[src/rtl/stopwatch_pkg.sv]
// Shared types and helpers for the stopwatch timebase: FSM state encoding,
// seconds range constant and counter-width helper.
package stopwatch_pkg;

    typedef enum logic [1:0] {
        IDLE    = 2'd0,
        RUNNING = 2'd1,
        PAUSED  = 2'd2,
        DONE    = 2'd3
    } sw_state_t;

    localparam int SEC_MAX = 59;

    // Bits needed to hold 0..range-1, never less than one bit.
    function automatic int cnt_width(input int range);
        return (range > 1) ? $clog2(range) : 1;
    endfunction

endpackage

[src/rtl/tick_prescaler.sv]
// Free-running divider that emits a combinational wrap_pulse on the enabled
// cycle where the count reaches DIV-1; the count then reloads to zero.
module tick_prescaler #(
    parameter int DIV = 100
) (
    input  logic clk,
    input  logic rst,
    input  logic en,
    input  logic clr,
    output logic wrap_pulse
);

    localparam int W = (DIV > 1) ? $clog2(DIV) : 1;

    logic [W-1:0] cnt;

    assign wrap_pulse = en && !clr && (cnt == W'(DIV - 1));

    // Holding the count while disabled lets a resume finish the partial tick.
    always_ff @(posedge clk or posedge rst) begin
        if (rst) begin
            cnt <= '0;
        end else if (clr) begin
            cnt <= '0;
        end else if (en) begin
            cnt <= wrap_pulse ? '0 : cnt + 1'b1;
        end
    end

endmodule

[src/rtl/stopwatch_timebase.sv]
// Stopwatch timebase: prescaled tick, sub/sec/min chain, run/pause/clear FSM.
// Lap capture is built only when STOPWATCH_LAP_CAPTURE_EN is defined.
module stopwatch_timebase
    import stopwatch_pkg::*;
#(
    parameter int CLK_FREQ    = 10_000_000,
    parameter int TICK_HZ     = 100,
    parameter int MAX_MINUTES = 60,
    parameter int STOP_AT_MAX = 0
) (
    input  logic                                clk,
    input  logic                                rst,
    input  logic                                start,
    input  logic                                stop,
    input  logic                                clear,
    input  logic                                lap,
    output logic                                running,
    output logic                                tick,
    output logic                                second_tick,
    output logic [cnt_width(TICK_HZ)-1:0]       sub_count,
    output logic [5:0]                          seconds,
    output logic [cnt_width(MAX_MINUTES)-1:0]   minutes,
    output logic                                overflow,
    output logic [cnt_width(TICK_HZ)-1:0]       lap_sub,
    output logic [5:0]                          lap_sec,
    output logic [cnt_width(MAX_MINUTES)-1:0]   lap_min,
    output logic                                lap_valid
);

    localparam int DIV = CLK_FREQ / TICK_HZ;
    localparam int SW  = cnt_width(TICK_HZ);
    localparam int MW  = cnt_width(MAX_MINUTES);

    sw_state_t      state, state_nxt;
    logic           adv;
    logic           sub_wrap, sec_wrap, at_max;
    logic           sec_tick_nxt, ovf_nxt;
    logic [SW-1:0]  sub_nxt;
    logic [5:0]     sec_nxt;
    logic [MW-1:0]  min_nxt;

    tick_prescaler #(.DIV(DIV)) u_prescaler (
        .clk        (clk),
        .rst        (rst),
        .en         (state == RUNNING),
        .clr        (clear),
        .wrap_pulse (adv)
    );

    assign running  = (state == RUNNING);
    assign sub_wrap = (sub_count == SW'(TICK_HZ - 1));
    assign sec_wrap = (seconds == 6'(SEC_MAX));
    assign at_max   = sub_wrap && sec_wrap && (minutes == MW'(MAX_MINUTES - 1));

    always_comb begin
        sub_nxt      = sub_count;
        sec_nxt      = seconds;
        min_nxt      = minutes;
        sec_tick_nxt = 1'b0;
        ovf_nxt      = overflow;
        if (adv) begin
            if (at_max) begin
                ovf_nxt = 1'b1;
                // Halt mode freezes the counts at maximum; wrap mode rolls to zero.
                if (STOP_AT_MAX == 0) begin
                    sub_nxt      = '0;
                    sec_nxt      = '0;
                    min_nxt      = '0;
                    sec_tick_nxt = 1'b1;
                end
            end else if (sub_wrap) begin
                sub_nxt      = '0;
                sec_tick_nxt = 1'b1;
                if (sec_wrap) begin
                    sec_nxt = '0;
                    min_nxt = minutes + 1'b1;
                end else begin
                    sec_nxt = seconds + 1'b1;
                end
            end else begin
                sub_nxt = sub_count + 1'b1;
            end
        end
    end

    always_comb begin
        state_nxt = state;
        if (clear) begin
            state_nxt = IDLE;
        end else begin
            case (state)
                IDLE:    if (start) state_nxt = RUNNING;
                RUNNING: begin
                    if (adv && at_max && (STOP_AT_MAX != 0)) state_nxt = DONE;
                    else if (stop)                           state_nxt = PAUSED;
                end
                PAUSED:  if (start) state_nxt = RUNNING;
                DONE:    state_nxt = DONE;
                default: state_nxt = IDLE;
            endcase
        end
    end

    always_ff @(posedge clk or posedge rst) begin
        if (rst) begin
            state       <= IDLE;
            sub_count   <= '0;
            seconds     <= '0;
            minutes     <= '0;
            tick        <= 1'b0;
            second_tick <= 1'b0;
            overflow    <= 1'b0;
        end else if (clear) begin
            state       <= IDLE;
            sub_count   <= '0;
            seconds     <= '0;
            minutes     <= '0;
            tick        <= 1'b0;
            second_tick <= 1'b0;
            overflow    <= 1'b0;
        end else begin
            state       <= state_nxt;
            sub_count   <= sub_nxt;
            seconds     <= sec_nxt;
            minutes     <= min_nxt;
            tick        <= adv;
            second_tick <= sec_tick_nxt;
            overflow    <= ovf_nxt;
        end
    end

`ifdef STOPWATCH_LAP_CAPTURE_EN
    // Snapshot takes the post-edge counts so a coinciding tick is included.
    always_ff @(posedge clk or posedge rst) begin
        if (rst) begin
            lap_sub   <= '0;
            lap_sec   <= '0;
            lap_min   <= '0;
            lap_valid <= 1'b0;
        end else if (clear) begin
            lap_sub   <= '0;
            lap_sec   <= '0;
            lap_min   <= '0;
            lap_valid <= 1'b0;
        end else begin
            lap_valid <= 1'b0;
            if (lap && (state == RUNNING || state == PAUSED)) begin
                lap_sub   <= sub_nxt;
                lap_sec   <= sec_nxt;
                lap_min   <= min_nxt;
                lap_valid <= 1'b1;
            end
        end
    end
`else
    assign lap_sub   = '0;
    assign lap_sec   = '0;
    assign lap_min   = '0;
    assign lap_valid = lap & 1'b0;
`endif

endmodule

[config.mk]
export PLATFORM = sky130hd
export DESIGN_NAME = stopwatch_timebase
export DESIGN_NICKNAME = d
export VERILOG_FILES = /design/src/rtl/stopwatch_pkg.sv /design/src/rtl/tick_prescaler.sv /design/src/rtl/stopwatch_timebase.sv
export SDC_FILE = /design/constraint.sdc
export NUM_CORES = 1
export LEC_CHECK = 0
export CORE_AREA = 2 2 74 76
export CTS_BUF_LIST = sky130_fd_sc_hd__clkbuf_8
export DETAILED_ROUTE_END_ITERATION = 8
export DIE_AREA = 0 0 76 78
export GPL_ROUTABILITY_DRIVEN = 0
export PLACE_DENSITY = 0.77
export SLEW_MARGIN = 10
export SYNTH_ARGS = -nofsm -noshare
export SYNTH_HDL_FRONTEND = slang
export SYNTH_HIERARCHICAL = 1
export SYNTH_SLANG_ARGS = --single-unit
[constraint.sdc]
create_clock -name clk -period 2.6 [get_ports clk]
set_input_delay 0.52 -clock clk [delete_from_list [all_inputs] [get_ports clk]]
set_output_delay 0.52 -clock clk [all_outputs]
set_load 0.01 [all_outputs]
==> run_results.csv, run 1 <==
group,metric,value,unit
synthesis,synth_xor_xnor_area_share,2.943,%
setup_path,path_max_fanout,7,
synthesis,synth_edf_count,0,
outcome,outcome,"completed",
clock_network,cts_setup_buffers,0,
floorplan,start_util,47.22,%
clock_network,cts.sinks,41,
synthesis,ys.flop_type,"dfrtp_1",
setup_path,start_kind,"flop",
place,dp_slack,0.05682,ns
route,wl,4946,um
synthesis,synth_top_family_by_area,"simple AND/OR/NAND/NOR gates",
timing,clock_skew,0.01170,ns
synthesis,yosys_warnings,6,
route,antenna_left,0,
timing,max_freq,402.5,MHz
route,wl_per_cell,13.05,um
timing,period_share,95.56,%
timing,finalSetupViolations,0,
pwr,p_per_area,441.4,nW/um^2
timing,holdWs,0.5233,ns
synthesis,synth_fa_ha_area_share,2.102,%
clock_network,cts-root-buf,"clkbuf_8",
route,drc,0,
synthesis,synthSimpleGateAreaFrac,29.06,%
route,dr_total_vias,2046,
final_layout,final_cell_mix,"dfrtp_1, nand2_1, clkdlybuf4s50_1",
synthesis,yosysTopAreaCellShare,43.09,%
floorplan,chipHeight,78,um
timing,worst_pin_slew,0.8717,ns
synthesis,ys_types,52,
final_layout,drive_gt1_share,11.97,%
final_layout,final_cell_count_no_fill,379,
final_layout,nets,318,
pwr,power,1.269,mW
timing,slew_headroom,41.67,%
synthesis,yosysTopAreaCell,"dfrtp_1",
setup_path,critPathKind,"flop to flop",
timing,rsz0062_at_grt,"false",
final_layout,diodes,0,
floorplan,die_w,76,um
pwr,power_leakage,1.177,nW
setup_path,critical_path_required,2.81,ns
floorplan,rows,26,
floorplan,core-area,5042,um^2
global_route,first_global_vias,1820,
pwr,vdd_drop_max,0.2155,mV
route,routed_via_density,5.398,
synthesis,synth_cells,266,
final_layout,layout_commonest_cell,"dfrtp_1",
global_route,antenna_found_initial,0,
synthesis,ys_async_sr_fraction,100.0,%
min_path,hold_class,"flop to flop",
synthesis,syn-cell-area,2381,um^2
synthesis,synth_compound_area_share,13.19,%
setup_path,crit_path_end_kind,"flop",
clock_network,clk_pin_slew,0.09,ns
final_layout,final_core_util,57.02,%
clock_network,numCtsBuffers,5,
route,firstDrtPassIters,4,
global_route,grt_pass1_wl,8459,um
timing,slew_violations,0,
floorplan,ios,49,
synthesis,yosys-top-cells-area,"dfrtp_1, buf_4, nand3_1",
place,post_dp_cell_area,2753,um^2
synthesis,syn_area_per_cell,8.951,um^2
floorplan,die_area,5928,um^2
clock_network,cts_resized,0,
clock_network,cts_tree,"yes",
flow_run,cap_violations,0,
place,dp_cells,371,
global_route,grt_max_degree,27,
global_route,grt_usage,17.55,%
final_layout,syn_to_final_growth,20.76,%
final_layout,stdcell_area,2875,um^2
clock_network,clk_latency,0.30,ns
clock_network,cts_hold_buf,0,
timing,final_hold_viol_count,0,
global_route,grt_overflow,0,
timing,fin_crit,2.485,ns
route,drt_iter0_drc,110,
timing,fin_setup_tns,0,ns
place,hpwl,3538,um
clock_network,htreeDepth,2,
timing,fin_ws,0.1155,ns
synthesis,ys_ff_latch,41,
setup_path,arrival,2.70,ns
synthesis,synth_seq_area_share,43.09,%
clock_network,cts_buffer_depth,2,
synthesis,synthMuxAreaShare,0.4204,%
place,io_buffers,27,
[final timing paths]
kind	startpoint	end	slack, ns	cells after the start
max	u_prescaler/cnt[12]	minutes[0]	0.12	8
min	overflow	overflow	0.52	2
max reg2reg	u_prescaler/cnt[12]	minutes[0]	0.12	8
min reg2reg	overflow	overflow	0.52	2
max in group asynchronous	rst	u_prescaler/cnt[4]	1.56	2
min in group asynchronous	rst	state[0]	0.60	3
[flip-flops by register name, indices dropped and copies added, names as in the netlist]
signal,count
minutes,6
overflow,1
second_tick,1
seconds,6
state,2
sub_count,7
tick,1
u_prescaler/cnt,17
[cells in the mapped netlist, types with 2 or more instances]
| master | count |
|---|---|
| clkbuf_1 | 4 |
| inv_1 | 6 |
| o2111ai_1 | 2 |
| nor3_1 | 2 |
| xor2_1 | 4 |
| or4b_1 | 2 |
| buf_4 | 21 |
| nand2b_1 | 6 |
| a211oi_1 | 2 |
| nor2b_1 | 4 |
| buf_2 | 4 |
| and4_1 | 2 |
| nor3_2 | 2 |
| dfrtp_1 | 41 |
| nand2_1 | 31 |
| o211ai_1 | 5 |
| xnor2_1 | 4 |
| or4_1 | 4 |
| nor2_1 | 21 |
| nand3_1 | 26 |
| or3_1 | 8 |
| a31oi_1 | 4 |
| o21ai_0 | 10 |
| a21oi_1 | 14 |
| a32o_1 | 2 |
| nand4_1 | 6 |
| ha_1 | 4 |
[where the power goes]
part / internal (mW) / switching, mW / leakage [nW] / total (mW)
combinational: 0.0238 / 0.0580 / 0.549 / 0.0819
clock: 0.312 / 0.229 / 0.0574 / 0.541
sequential: 0.642 / 0.00418 / 0.571 / 0.646
[critical path, stage by stage (launching register included)]
cell	delay, ns
dfrtp_1	0.39
or4_1	0.54
nor3_2	0.15
nand2_1	0.10
nor2_1	0.15
and4_4	0.28
nand2_2	0.11
or4_1	0.52
a21oi_1	0.17
[routing by layer]
metal	vias up	routed length [um]	GRT usage, %
li1	998	-	-
met1	1000	2299	23.85
met2	41	2331	27.32
met3	7	251	4.535
met4	0	63	6.182
met5	-	0	0
[logic make-up (layout without fill, tap and decap cells)]
| group | Yosys count | after routing |
|---|---|---|
| other cells | 1 | 20 |
| buf+inv | 35 | 59 |
| mux | 1 | 1 |
| xor+xnor | 8 | 8 |
| simple gates | 128 | 128 |
| flops | 41 | 41 |
| compound gates | 48 | 48 |
| fa+ha+maj | 4 | 4 |
[area by class of cell]
cell class | instances | area (um^2)
Clock buffer | 6 | 82.58
Clock inverter | 2 | 37.54
Fill cell | 446 | 2167
Inverter | 6 | 22.52
Multi-Input combinational cell | 209 | 1214
Sequential cell | 41 | 1026
Tap cell | 70 | 87.58
Timing Repair Buffer | 45 | 405.4
(Power assumes the default switching activity.)
==> run 2, diff against run 1 <==
- CELL_PAD_IN_SITES_DETAIL_PLACEMENT: default -> 1
- CELL_PAD_IN_SITES_GLOBAL_PLACEMENT: default -> 1
- CORE_AREA: 2 2 74 76 -> 2 2 78 80
- DIE_AREA: 0 0 76 78 -> 0 0 80 82
- PLACE_DENSITY: 0.77 -> 0.95
- clock period: 2.6 -> 3 ns (I/O delays scaled with it)
==> run 2 against run 1 <==
Compared with the run above:
- worst hold slack got worse by 0.0063 ns
- die area rose by 11%
- combinational power fell by 12%
- cell count fell by 1.8%
- total power fell by 15%
- non-clock buffer count fell by 11
- setup slack improved by 0.16 ns
- register-to-register slack improved by 0.16 ns
- sequential share of layout area rose by 1.2 points
- global-route usage rose by 2.6 points
- fmax fell by 8.7%
- highest routed layer unchanged
==> run_results.csv, run 2 (same netlist as run 1, synthesis figures left out) <==
group,metric,value,unit
outcome,outcome,"completed",
timing,worst_pin_slew,0.9108,ns
setup_path,path_max_fanout,12,
setup_path,r2r-end,"minutes[0]",
route,routed_via_density,5.473,
floorplan,core-area,5746,um^2
setup_path,critical_path_required,3.23,ns
clock_network,cts_resized,0,
route,antenna_left,0,
setup_path,start_kind,"flop",
setup_path,crit_path_frequent_cell,"or4_1",
timing,clock_skew,0.006316,ns
place,hpwl,4395,um
global_route,grt_overflow,0,
route,drt_iter0_drc,77,
clock_network,cts.sinks,41,
pwr,vdd_drop_max,0.2198,mV
final_layout,largest_register_ffs,17,
global_route,grt_pass1_wl,10260,um
timing,rsz0062_at_grt,"false",
final_layout,syn_to_final_growth,16.87,%
min_path,hold_class,"flop to flop",
pwr,power_leakage,1.119,nW
floorplan,chipHeight,82,um
final_layout,nets,307,
route,drc,0,
timing,fin_crit,2.721,ns
setup_path,cpPeakStageDelay,0.55,ns
floorplan,ios,49,
route,firstDrtPassIters,4,
pwr,p_per_area,386.5,nW/um^2
floorplan,rows,28,
clock_network,htreeDepth,2,
global_route,antenna_found_initial,0,
setup_path,rr_startpoint,"u_prescaler/cnt[13]",
clock_network,cts_hold_buf,0,
final_layout,final_cell_mix,"dfrtp_1, nand2_1, clkdlybuf4s50_1",
clock_network,cts_setup_buffers,0,
clock_network,cts_tree,"yes",
timing,final_hold_viol_count,0,
timing,fin_setup_tns,0,ns
timing,max_freq,367.5,MHz
setup_path,crit_path_end_kind,"flop",
setup_path,reg2reg_depth,8,
route,wl_per_cell,16.30,um
floorplan,start_util,41.44,%
timing,slew_violations,0,
timing,holdWs,0.5171,ns
clock_network,clk_latency,0.30,ns
final_layout,diodes,0,
final_layout,drive_gt1_share,8.418,%
global_route,grt_max_degree,27,
global_route,first_global_vias,2161,
final_layout,regMostFlops,"u_prescaler/cnt",
min_path,hold_depth,2,
setup_path,arrival,2.95,ns
final_layout,final_core_util,48.43,%
timing,period_share,90.70,%
clock_network,cts_buffer_depth,2,
final_layout,layout_commonest_cell,"dfrtp_1",
floorplan,die_area,6560,um^2
min_path,worstHoldStart,"overflow",
flow_run,cap_violations,0,
setup_path,r2r_setup_slack,0.28,ns
global_route,grt_usage,20.15,%
setup_path,critPathKind,"flop to flop",
floorplan,die_w,80,um
clock_network,cts-root-buf,"clkbuf_8",
route,wl,6064,um
timing,fin_ws,0.2790,ns
timing,slew_headroom,39.06,%
min_path,hold_path_end,"overflow",
timing,finalSetupViolations,0,
clock_network,clk_pin_slew,0.08,ns
route,dr_total_vias,2036,
final_layout,reg_top3,"u_prescaler/cnt x17, sub_count x7",
setup_path,path_cells,"or4_1 -> nor3_2 -> nand2_1 -> nor2_1 -> and4_4 -> nand2_2 -> or4_1 -> a21oi_1",
place,io_buffers,27,
place,dp_slack,0.1820,ns
clock_network,numCtsBuffers,5,
pwr,power,1.075,mW
setup_path,cpMaxStageDelayCell,"or4_1",
## run 2: cell types whose count changed in the layout (fill, tap and decap cells not counted), sizes merged
cell and delta:
clkinv +1, buf -11, clkbuf -1, clkinvlp -1
## run 2: critical path: cells and delay by family (launching register included)
kind             cells  cell delay [ns]
AND/OR/NAND/NOR      7             2.05
flip-flops           1             0.45
AO/OA/AOI/OAI        1             0.15
## run 2: worst max-delay path by stage
stage / start / end / slack, ns / cells after the start
2_1_floorplan: u_prescaler/cnt[12] / minutes[5] / 0.56 / 10
3_3_place_gp: clear / minutes[0] / 0.30 / 7
3_5_place_dp: u_prescaler/cnt[12] / minutes[0] / 0.18 / 8
4_1_cts: u_prescaler/cnt[12] / minutes[0] / 0.14 / 8
5_1_grt: u_prescaler/cnt[0] / minutes[0] / 0.05 / 9
6_report: u_prescaler/cnt[13] / minutes[0] / 0.28 / 8
## run 2: final cells by class
class                           count  area [um^2]
Tap cell                           75        93.84
Timing Repair Buffer               34        322.8
Multi-Input combinational cell    209         1214
Clock buffer                        5        68.82
Clock inverter                      2        35.03
Inverter                            6        22.52
Fill cell                         697         2963
Sequential cell                    41         1026
## run 2: report_power, final
part	switching [mW]	internal, mW	leakage (nW)	total, mW
logic	0.0524	0.0200	0.494	0.0724
registers	0.00430	0.556	0.571	0.560
clock network	0.201	0.242	0.0540	0.443
## run 2: per-layer routing
metal	global-route usage, %	routed length (um)	up-vias
met5	0	0	-
met4	7.627	114	0
met3	3.956	171	11
met2	36.17	3158	39
met1	23.84	2619	1006
li1	-	-	980
## run 2: through the flow
stage / std cells / instance area (um^2)
2_1_floorplan: 285 / 2452
3_3_place_gp: 365 / 2676
3_5_place_dp: 365 / 2676
4_1_cts: 372 / 2780
5_1_grt: 372 / 2783
6_report: 372 / 2783
